**src/rtl/mips_mc_pkg.sv**
```systemverilog
// rtl/mips_mc_pkg.sv - shared types and constants for the multi-cycle MIPS control FSM
package mips_mc_pkg;

  // Controller states; encoding 4'd15 is unused and recovers to FETCH
  typedef enum logic [3:0] {
    S_IDLE      = 4'd0,
    S_FETCH     = 4'd1,
    S_DECODE    = 4'd2,
    S_EXEC_R    = 4'd3,
    S_ALU_WB_R  = 4'd4,
    S_EXEC_I    = 4'd5,
    S_ALU_WB_I  = 4'd6,
    S_MEM_ADDR  = 4'd7,
    S_MEM_READ  = 4'd8,
    S_MEM_WB    = 4'd9,
    S_MEM_WRITE = 4'd10,
    S_BRANCH    = 4'd11,
    S_JUMP      = 4'd12,
    S_JAL       = 4'd13,
    S_JR        = 4'd14
  } state_t;

  // Opcodes (IR[31:26])
  localparam logic [5:0] OP_R    = 6'h00;
  localparam logic [5:0] OP_J    = 6'h02;
  localparam logic [5:0] OP_JAL  = 6'h03;
  localparam logic [5:0] OP_BEQ  = 6'h04;
  localparam logic [5:0] OP_BNE  = 6'h05;
  localparam logic [5:0] OP_ADDI = 6'h08;
  localparam logic [5:0] OP_ANDI = 6'h0C;
  localparam logic [5:0] OP_ORI  = 6'h0D;
  localparam logic [5:0] OP_LUI  = 6'h0F;
  localparam logic [5:0] OP_LW   = 6'h23;
  localparam logic [5:0] OP_SW   = 6'h2B;

  localparam logic [5:0] FUNCT_JR = 6'h08;

  // ALU operation classes handed to ALUControl
  localparam logic [2:0] ALU_ADD   = 3'b000;
  localparam logic [2:0] ALU_SUB   = 3'b001;
  localparam logic [2:0] ALU_ANDI  = 3'b010;
  localparam logic [2:0] ALU_ORI   = 3'b011;
  localparam logic [2:0] ALU_LUI   = 3'b100;
  localparam logic [2:0] ALU_RTYPE = 3'b111;

  // Datapath mux selects
  localparam logic [1:0] PC_SRC_ALU    = 2'b00;
  localparam logic [1:0] PC_SRC_ALUOUT = 2'b01;
  localparam logic [1:0] PC_SRC_JUMP   = 2'b10;
  localparam logic [1:0] PC_SRC_RS     = 2'b11;

  localparam logic       SRC_A_PC = 1'b0;
  localparam logic       SRC_A_RS = 1'b1;

  localparam logic [1:0] SRC_B_RT     = 2'b00;
  localparam logic [1:0] SRC_B_FOUR   = 2'b01;
  localparam logic [1:0] SRC_B_IMM    = 2'b10;
  localparam logic [1:0] SRC_B_IMM_SH = 2'b11;

  localparam logic [1:0] DST_RT = 2'b00;
  localparam logic [1:0] DST_RD = 2'b01;
  localparam logic [1:0] DST_RA = 2'b10;

  localparam logic [1:0] WD_ALUOUT = 2'b00;
  localparam logic [1:0] WD_MDR    = 2'b01;
  localparam logic [1:0] WD_PC     = 2'b10;

  // State that follows DECODE; S_FETCH doubles as "unsupported opcode"
  function automatic state_t decode_next(input logic [5:0] op, input logic [5:0] fn);
    case (op)
      OP_R:                             return (fn == FUNCT_JR) ? S_JR : S_EXEC_R;
      OP_LW, OP_SW:                     return S_MEM_ADDR;
      OP_BEQ, OP_BNE:                   return S_BRANCH;
      OP_ADDI, OP_ANDI, OP_ORI, OP_LUI: return S_EXEC_I;
      OP_J:                             return S_JUMP;
      OP_JAL:                           return S_JAL;
      default:                          return S_FETCH;
    endcase
  endfunction

  function automatic logic op_supported(input logic [5:0] op);
    return decode_next(op, 6'd0) != S_FETCH;
  endfunction

  // ALU class for the immediate-ALU instructions
  function automatic logic [2:0] imm_alu_op(input logic [5:0] op);
    case (op)
      OP_ANDI: return ALU_ANDI;
      OP_ORI:  return ALU_ORI;
      OP_LUI:  return ALU_LUI;
      default: return ALU_ADD;
    endcase
  endfunction

endpackage

```
**src/rtl/multicycle_output_decoder.sv**
```systemverilog
// rtl/multicycle_output_decoder.sv - combinational control-output map for the multi-cycle FSM
module multicycle_output_decoder
  import mips_mc_pkg::*;
(
  input  state_t      state,
  input  logic [5:0]  opcode,
  input  logic        zero,
  input  logic        mem_ready,
  output logic        mem_req,
  output logic        mem_write,
  output logic        i_or_d,
  output logic        ir_write,
  output logic        pc_write,
  output logic [1:0]  pc_source,
  output logic        alu_src_a,
  output logic [1:0]  alu_src_b,
  output logic [2:0]  alu_op,
  output logic        reg_write,
  output logic [1:0]  reg_dst,
  output logic [1:0]  mem_to_reg,
  output logic        illegal_op
);

  // Moore decode of the state; only FETCH enables and the branch qualifier look at inputs
  always_comb begin
    mem_req    = 1'b0;
    mem_write  = 1'b0;
    i_or_d     = 1'b0;
    ir_write   = 1'b0;
    pc_write   = 1'b0;
    pc_source  = PC_SRC_ALU;
    alu_src_a  = SRC_A_PC;
    alu_src_b  = SRC_B_RT;
    alu_op     = ALU_ADD;
    reg_write  = 1'b0;
    reg_dst    = DST_RT;
    mem_to_reg = WD_ALUOUT;
    illegal_op = 1'b0;
    case (state)
      S_FETCH: begin
        mem_req   = 1'b1;
        alu_src_b = SRC_B_FOUR;
        ir_write  = mem_ready;
        pc_write  = mem_ready;
      end
      S_DECODE: begin
        alu_src_b  = SRC_B_IMM_SH;
        illegal_op = !op_supported(opcode);
      end
      S_EXEC_R: begin
        alu_src_a = SRC_A_RS;
        alu_op    = ALU_RTYPE;
      end
      S_ALU_WB_R: begin
        reg_write = 1'b1;
        reg_dst   = DST_RD;
      end
      S_EXEC_I: begin
        alu_src_a = SRC_A_RS;
        alu_src_b = SRC_B_IMM;
        alu_op    = imm_alu_op(opcode);
      end
      S_ALU_WB_I: reg_write = 1'b1;
      S_MEM_ADDR: begin
        alu_src_a = SRC_A_RS;
        alu_src_b = SRC_B_IMM;
      end
      S_MEM_READ: begin
        mem_req = 1'b1;
        i_or_d  = 1'b1;
      end
      S_MEM_WB: begin
        reg_write  = 1'b1;
        mem_to_reg = WD_MDR;
      end
      S_MEM_WRITE: begin
        mem_req   = 1'b1;
        mem_write = 1'b1;
        i_or_d    = 1'b1;
      end
      S_BRANCH: begin
        alu_src_a = SRC_A_RS;
        alu_op    = ALU_SUB;
        pc_source = PC_SRC_ALUOUT;
        pc_write  = (opcode == OP_BNE) ? !zero : zero;
      end
      S_JUMP: begin
        pc_source = PC_SRC_JUMP;
        pc_write  = 1'b1;
      end
      S_JAL: begin
        pc_source  = PC_SRC_JUMP;
        pc_write   = 1'b1;
        reg_write  = 1'b1;
        reg_dst    = DST_RA;
        mem_to_reg = WD_PC;
      end
      S_JR: begin
        pc_source = PC_SRC_RS;
        pc_write  = 1'b1;
      end
      default: ;
    endcase
  end

endmodule

```
**src/rtl/multicycle_control_fsm.sv**
```systemverilog
// rtl/multicycle_control_fsm.sv - multi-cycle MIPS sequencing controller (state register and next-state)
module multicycle_control_fsm
  import mips_mc_pkg::*;
#(
  parameter int RESET_PC_HOLD = 1
)
(
  input  logic        clk,
  input  logic        reset,
  input  logic [5:0]  opcode,
  input  logic [5:0]  funct,
  input  logic        zero,
  input  logic        mem_ready,
  output logic        mem_req,
  output logic        mem_write,
  output logic        i_or_d,
  output logic        ir_write,
  output logic        pc_write,
  output logic [1:0]  pc_source,
  output logic        alu_src_a,
  output logic [1:0]  alu_src_b,
  output logic [2:0]  alu_op,
  output logic        reg_write,
  output logic [1:0]  reg_dst,
  output logic [1:0]  mem_to_reg,
  output logic        illegal_op,
  output logic [3:0]  state_dbg
);

  localparam logic [3:0] HOLD_LAST = 4'(RESET_PC_HOLD - 1);

  state_t     state;
  logic [3:0] hold_cnt;

  // State register, post-reset hold counter and next-state sequencing
  always_ff @(posedge clk or negedge reset) begin
    if (!reset) begin
      state    <= S_IDLE;
      hold_cnt <= '0;
    end else begin
      case (state)
        S_IDLE: begin
          if (hold_cnt == HOLD_LAST) begin
            state    <= S_FETCH;
            hold_cnt <= '0;
          end else begin
            hold_cnt <= hold_cnt + 4'd1;
          end
        end
        S_FETCH:     if (mem_ready) state <= S_DECODE;
        S_DECODE:    state <= decode_next(opcode, funct);
        S_EXEC_R:    state <= S_ALU_WB_R;
        S_EXEC_I:    state <= S_ALU_WB_I;
        S_MEM_ADDR:  state <= (opcode == OP_LW) ? S_MEM_READ : S_MEM_WRITE;
        S_MEM_READ:  if (mem_ready) state <= S_MEM_WB;
        S_MEM_WRITE: if (mem_ready) state <= S_FETCH;
        default:     state <= S_FETCH;
      endcase
    end
  end

  assign state_dbg = state;

  multicycle_output_decoder u_decoder (
    .state      (state),
    .opcode     (opcode),
    .zero       (zero),
    .mem_ready  (mem_ready),
    .mem_req    (mem_req),
    .mem_write  (mem_write),
    .i_or_d     (i_or_d),
    .ir_write   (ir_write),
    .pc_write   (pc_write),
    .pc_source  (pc_source),
    .alu_src_a  (alu_src_a),
    .alu_src_b  (alu_src_b),
    .alu_op     (alu_op),
    .reg_write  (reg_write),
    .reg_dst    (reg_dst),
    .mem_to_reg (mem_to_reg),
    .illegal_op (illegal_op)
  );

endmodule

```
**config.mk**
```make
export PLATFORM = sky130hd
export DESIGN_NAME = multicycle_control_fsm
export DESIGN_NICKNAME = d
export VERILOG_FILES = /design/src/rtl/mips_mc_pkg.sv /design/src/rtl/multicycle_output_decoder.sv /design/src/rtl/multicycle_control_fsm.sv
export SDC_FILE = /design/constraint.sdc
export NUM_CORES = 1
export LEC_CHECK = 0
export CAP_MARGIN = 20
export CORE_UTILIZATION = 45
export CTS_CLUSTER_SIZE = 8
export DETAILED_ROUTE_END_ITERATION = 7
export PLACE_DENSITY = 0.9
export SLEW_MARGIN = 20
export SYNTH_ARGS = -nofsm -noshare
export SYNTH_HDL_FRONTEND = slang
export SYNTH_SLANG_ARGS = --single-unit
```
**constraint.sdc**
```tcl
create_clock -name clk -period 2.43 [get_ports clk]
set_clock_uncertainty 0.2 [all_clocks]
set_input_delay 0.243 -clock clk [delete_from_list [all_inputs] [get_ports clk]]
set_output_delay 0.243 -clock clk [all_outputs]
set_load 0.1 [all_outputs]
```
==> PnR_summary.wiki <==
{| class="wikitable"
! Metric !! Value
|-
| Resized cells post-CTS || 0
|-
| Die area || 2190 um2
|-
| Final layout net count || 184
|-
| Slew Limit Headroom || approximately 70%
|-
| Largest area contributor in the netlist || dfrtp_1
|-
| Required time of the critical path || around 2.0 ns
|-
| Clock transition at path regs || about 0.060 ns
|-
| Setup slack of the most critical reg-to-reg path || 0.55 ns
|-
| Top metal layer carrying routed signals || met4
|-
| Minimum clock period || 2.27 ns
|-
| Share of Yosys cell area claimed by the top area cell type || 22.2%
|-
| Combinational family with the most area after synthesis || simple AND/OR/NAND/NOR gates
|-
| Number of logic stages on the critical path including buffering || 7
|-
| Net Count, Synth || around 140
|-
| Synthesized-area fraction occupied by and/or/nand/nor cells || 41.9%
|-
| Final Hold Slack || 0.0650 ns
|-
| Largest delay share family, worst path || buffers and inverters
|-
| Clock latency at the later pin of the worst-skew pair || 0.26 ns
|-
| Share of async-settable or async-resettable flops after synthesis || 100%
|-
| Biggest cell delay along the critical path || ~0.63 ns
|-
| Detailed-routed wire length on met3 || around 230 um
|-
| Max Clk Rate || 440 MHz
|-
| Count of vias placed by the detailed router || 1171
|-
| Count of boundary I/O pins || 39
|-
| TritonCTS clock tree || done
|-
| Max-slew violation count || 0
|-
| Global-route usage over all layers || a little over a third
|-
| GPL Wtd Cong || 0.932
|-
| Ratio of cells with drive above 1 in the final layout || 36.6%
|-
| Synth Area per Inst || 7.28 um2
|-
| Core Footprint || 1800 um2
|-
| Startpoint type of the worst setup path || input port
|-
| Half-perimeter wire length of the detailed placement result || between 2000 and 3000 um
|-
| Destination of the critical timing path || pc_write
|-
| Unrepaired setup endpoints after global routing || no
|-
| Number of routed nets with antenna violations || 0
|-
| Largest net degree at the start of global routing || 20
|-
| Post-synth EDFFs || 0
|-
| Antenna Diode Count || 0
|-
| Post-synthesis xor/xnor area fraction || 3.88%
|-
| Drt first-iter violations || 37
|-
| Max Cap Viol || 0
|-
| Crit. End Element || primary output
|-
| Post-placement setup slack || 0.174 ns
|-
| Cell variety after synth || 45
|-
| Dominant synthesized flop cell || dfrtp_1
|-
| Origin of the worst setup path || opcode[3]
|-
| Post-synthesis cell area || 902 um2
|-
| Number of fill cells in the layout || 74
|-
| CP max-delay cell || clkdlybuf4s50_1
|-
| Port bufs || 38
|-
| Number of buffers added for setup after CTS || 0
|-
| Number of antenna violations at the first check in global routing || 0
|-
| Standard-cell row count || 15
|-
| Terminus of the critical flop-to-flop path || state_dbg[2]
|-
| Cell depth of the worst flop-to-flop path || 5
|-
| Syn. warnings || 0
|-
| Number of search-and-repair iterations in the first detailed-routing pass || 4
|-
| Count of final hold-check violations || 0
|-
| Sequential fraction of the synthesis area || about 22%
|-
| CP Data Arrival Time || about 1.8 ns
|-
| Worst setup slack after layout || between 0.15 and 0.2 ns
|-
| Wire length of the first global-routing pass || around 5600 um
|-
| RR Startpoint || state_dbg[0]
|-
| Final clock period utilization by the worst path || between 90 and 100%
|-
| CTS buffer count || 3
|-
| Congestion Overflow GR || 0
|-
| Final setup violating endpoints || 0
|-
| Clock Root Buffer || clkbuf_4
|-
| Maximum count of clock buffers along a single path || 2
|-
| Initial cell density of the core || 50.1%
|-
| Type of the setup path with the least slack || in -> out
|-
| Ranking of synthesized cells by area || dfrtp_1 22%, nor2_1 8.3%, a21oi_1 5.0%
|-
| Tightest Hold Check Type || in -> async
|-
| Overall die width || 46.8 um
|-
| Adder-cell share of the synthesized area || ~2.8%
|-
| Cell chain of the critical path || clkdlybuf4s50_1 -> inv_2 -> nand4_1 -> xor2_1 -> nor3_1 -> or3_4 -> buf_12
|-
| Actual transition at the worst max-transition pin || approximately 0.42 ns
|-
| Compound-gate portion of the synthesized area || 19.6%
|-
| Post-route core utilization || 90.4%
|-
| Via count of the first global-routing pass || 1254
|-
| Cts hold-fix bufs || 0
|-
| H-tree levels || 1
|-
| Clk sinks || 8
|-
| Post-Syn Instances || 124
|-
| Average wire per standard cell || 18.0 um
|-
| Total wirelength of the detailed-routed design || between 3000 and 4000 um
|-
| Met1 Wirelength || 1220 um
|-
| Die outline height || 46.8 um
|-
| Sum of met2 wire segment lengths after detailed routing || 1850 um
|-
| DRC violation count after routing || 0
|-
| Buffers plus inverters on the worst setup path || 3
|-
| Mux cell area share after synthesis || 1.11%
|-
| Number of flip-flops and latches in the synthesized netlist || 8
|-
| Critical path fanouts, max || 8
|-
| Vias per Instance || 6.20
|-
| Area Growth Syn to Fin || 80.6%
|-
| Result of the run || finished, final reports clean
|}
==> cell usage after synthesis (2+ instances only) <==
library cell	n
o21ai_0	4
o21ai_1	2
or3_1	4
a21oi_1	9
a21o_1	2
nor2_1	20
xor2_1	2
nand3_1	2
ha_1	2
and3_1	2
nand2b_1	5
nand2_1	12
nor2b_1	2
nor3_1	5
dfrtp_1	8
buf_2	3
inv_1	4
buf_4	2
xnor2_1	2
nor3b_1	3
nand4_1	4
a31oi_1	2
==> logic make-up (layout without fill, tap and decap cells) <==
family	after synthesis	in the layout
AND/OR/NAND/NOR	68	68
AO/OA/AOI/OAI	28	28
buffers and inverters	13	53
flip-flops	8	8
XOR/XNOR	4	4
adder cells (fa/ha/maj)	2	2
multiplexers	1	1
==> worst min path at each step <==
| stage | to | slack (ns) |
|---|---|---|
| floorplan | hold_cnt[0] | -0.25 |
| global placement | hold_cnt[3] | 0.26 |
| detailed placement | hold_cnt[3] | 0.28 |
| CTS | state_dbg[0] | 0.08 |
| global route | hold_cnt[3] | 0.09 |
| finish | state_dbg[0] | 0.06 |
==> final cells by class <==
| type | count | area (um2) | area share (%) |
|---|---|---|---|
| Timing Repair Buffer | 45 | 613 | 37.6 |
| Clock buffer | 3 | 22.5 | 1.38 |
| Inverter | 5 | 18.8 | 1.15 |
| Tap cell | 25 | 31.3 | 1.92 |
| Sequential cell | 8 | 210 | 12.9 |
| Multi-Input combinational cell | 103 | 733 | 45.0 |
==> through the flow <==
stage	instances	TNS, ns	cell area [um2]
floorplan	124	-0.185	1020
global placement	186	0	1610
detailed placement	186	0	1610
CTS	189	0	1630
global route	189	0	1630
finish	189	0	1630
==> placed cells by master (no fill, tap or decap), types with 3 or more instances in the layout <==
cell | synthesis | routed
nor3_1 | 5 | 5
or3_1 | 4 | 3
nand2_1 | 12 | 12
o21ai_0 | 4 | 4
nor2_4 | 0 | 3
clkdlybuf4s50_1 | 0 | 15
nand4_1 | 4 | 4
nor3b_1 | 3 | 3
dfrtp_1 | 8 | 4
nor2_2 | 0 | 4
nand2b_1 | 5 | 5
clkbuf_4 | 0 | 3
a21oi_4 | 0 | 5
buf_4 | 2 | 11
nor2_1 | 20 | 13
a21oi_1 | 9 | 4
buf_12 | 0 | 19
inv_1 | 4 | 4
==> state kept, by name, indices dropped and copies added, names as in the netlist <==
register   count
hold_cnt       4
state_dbg      4
==> layer usage <==
layer,GRT usage [%],vias up
met2,61.7,72
met5,0,-
met3,10.8,14
li1,-,522
met4,23.4,0
met1,39.9,563
==> worst register-to-register path, stage by stage, from the launching register on <==
cell and delay (ns):
dfrtp_4 0.58, inv_1 0.12, buf_4 0.17, nand3_1 0.13
or3_1 0.41, o22ai_2 0.19
Power is not shown: default switching activity piles up to over one toggle a cycle in this logic, so the estimate is an artifact.
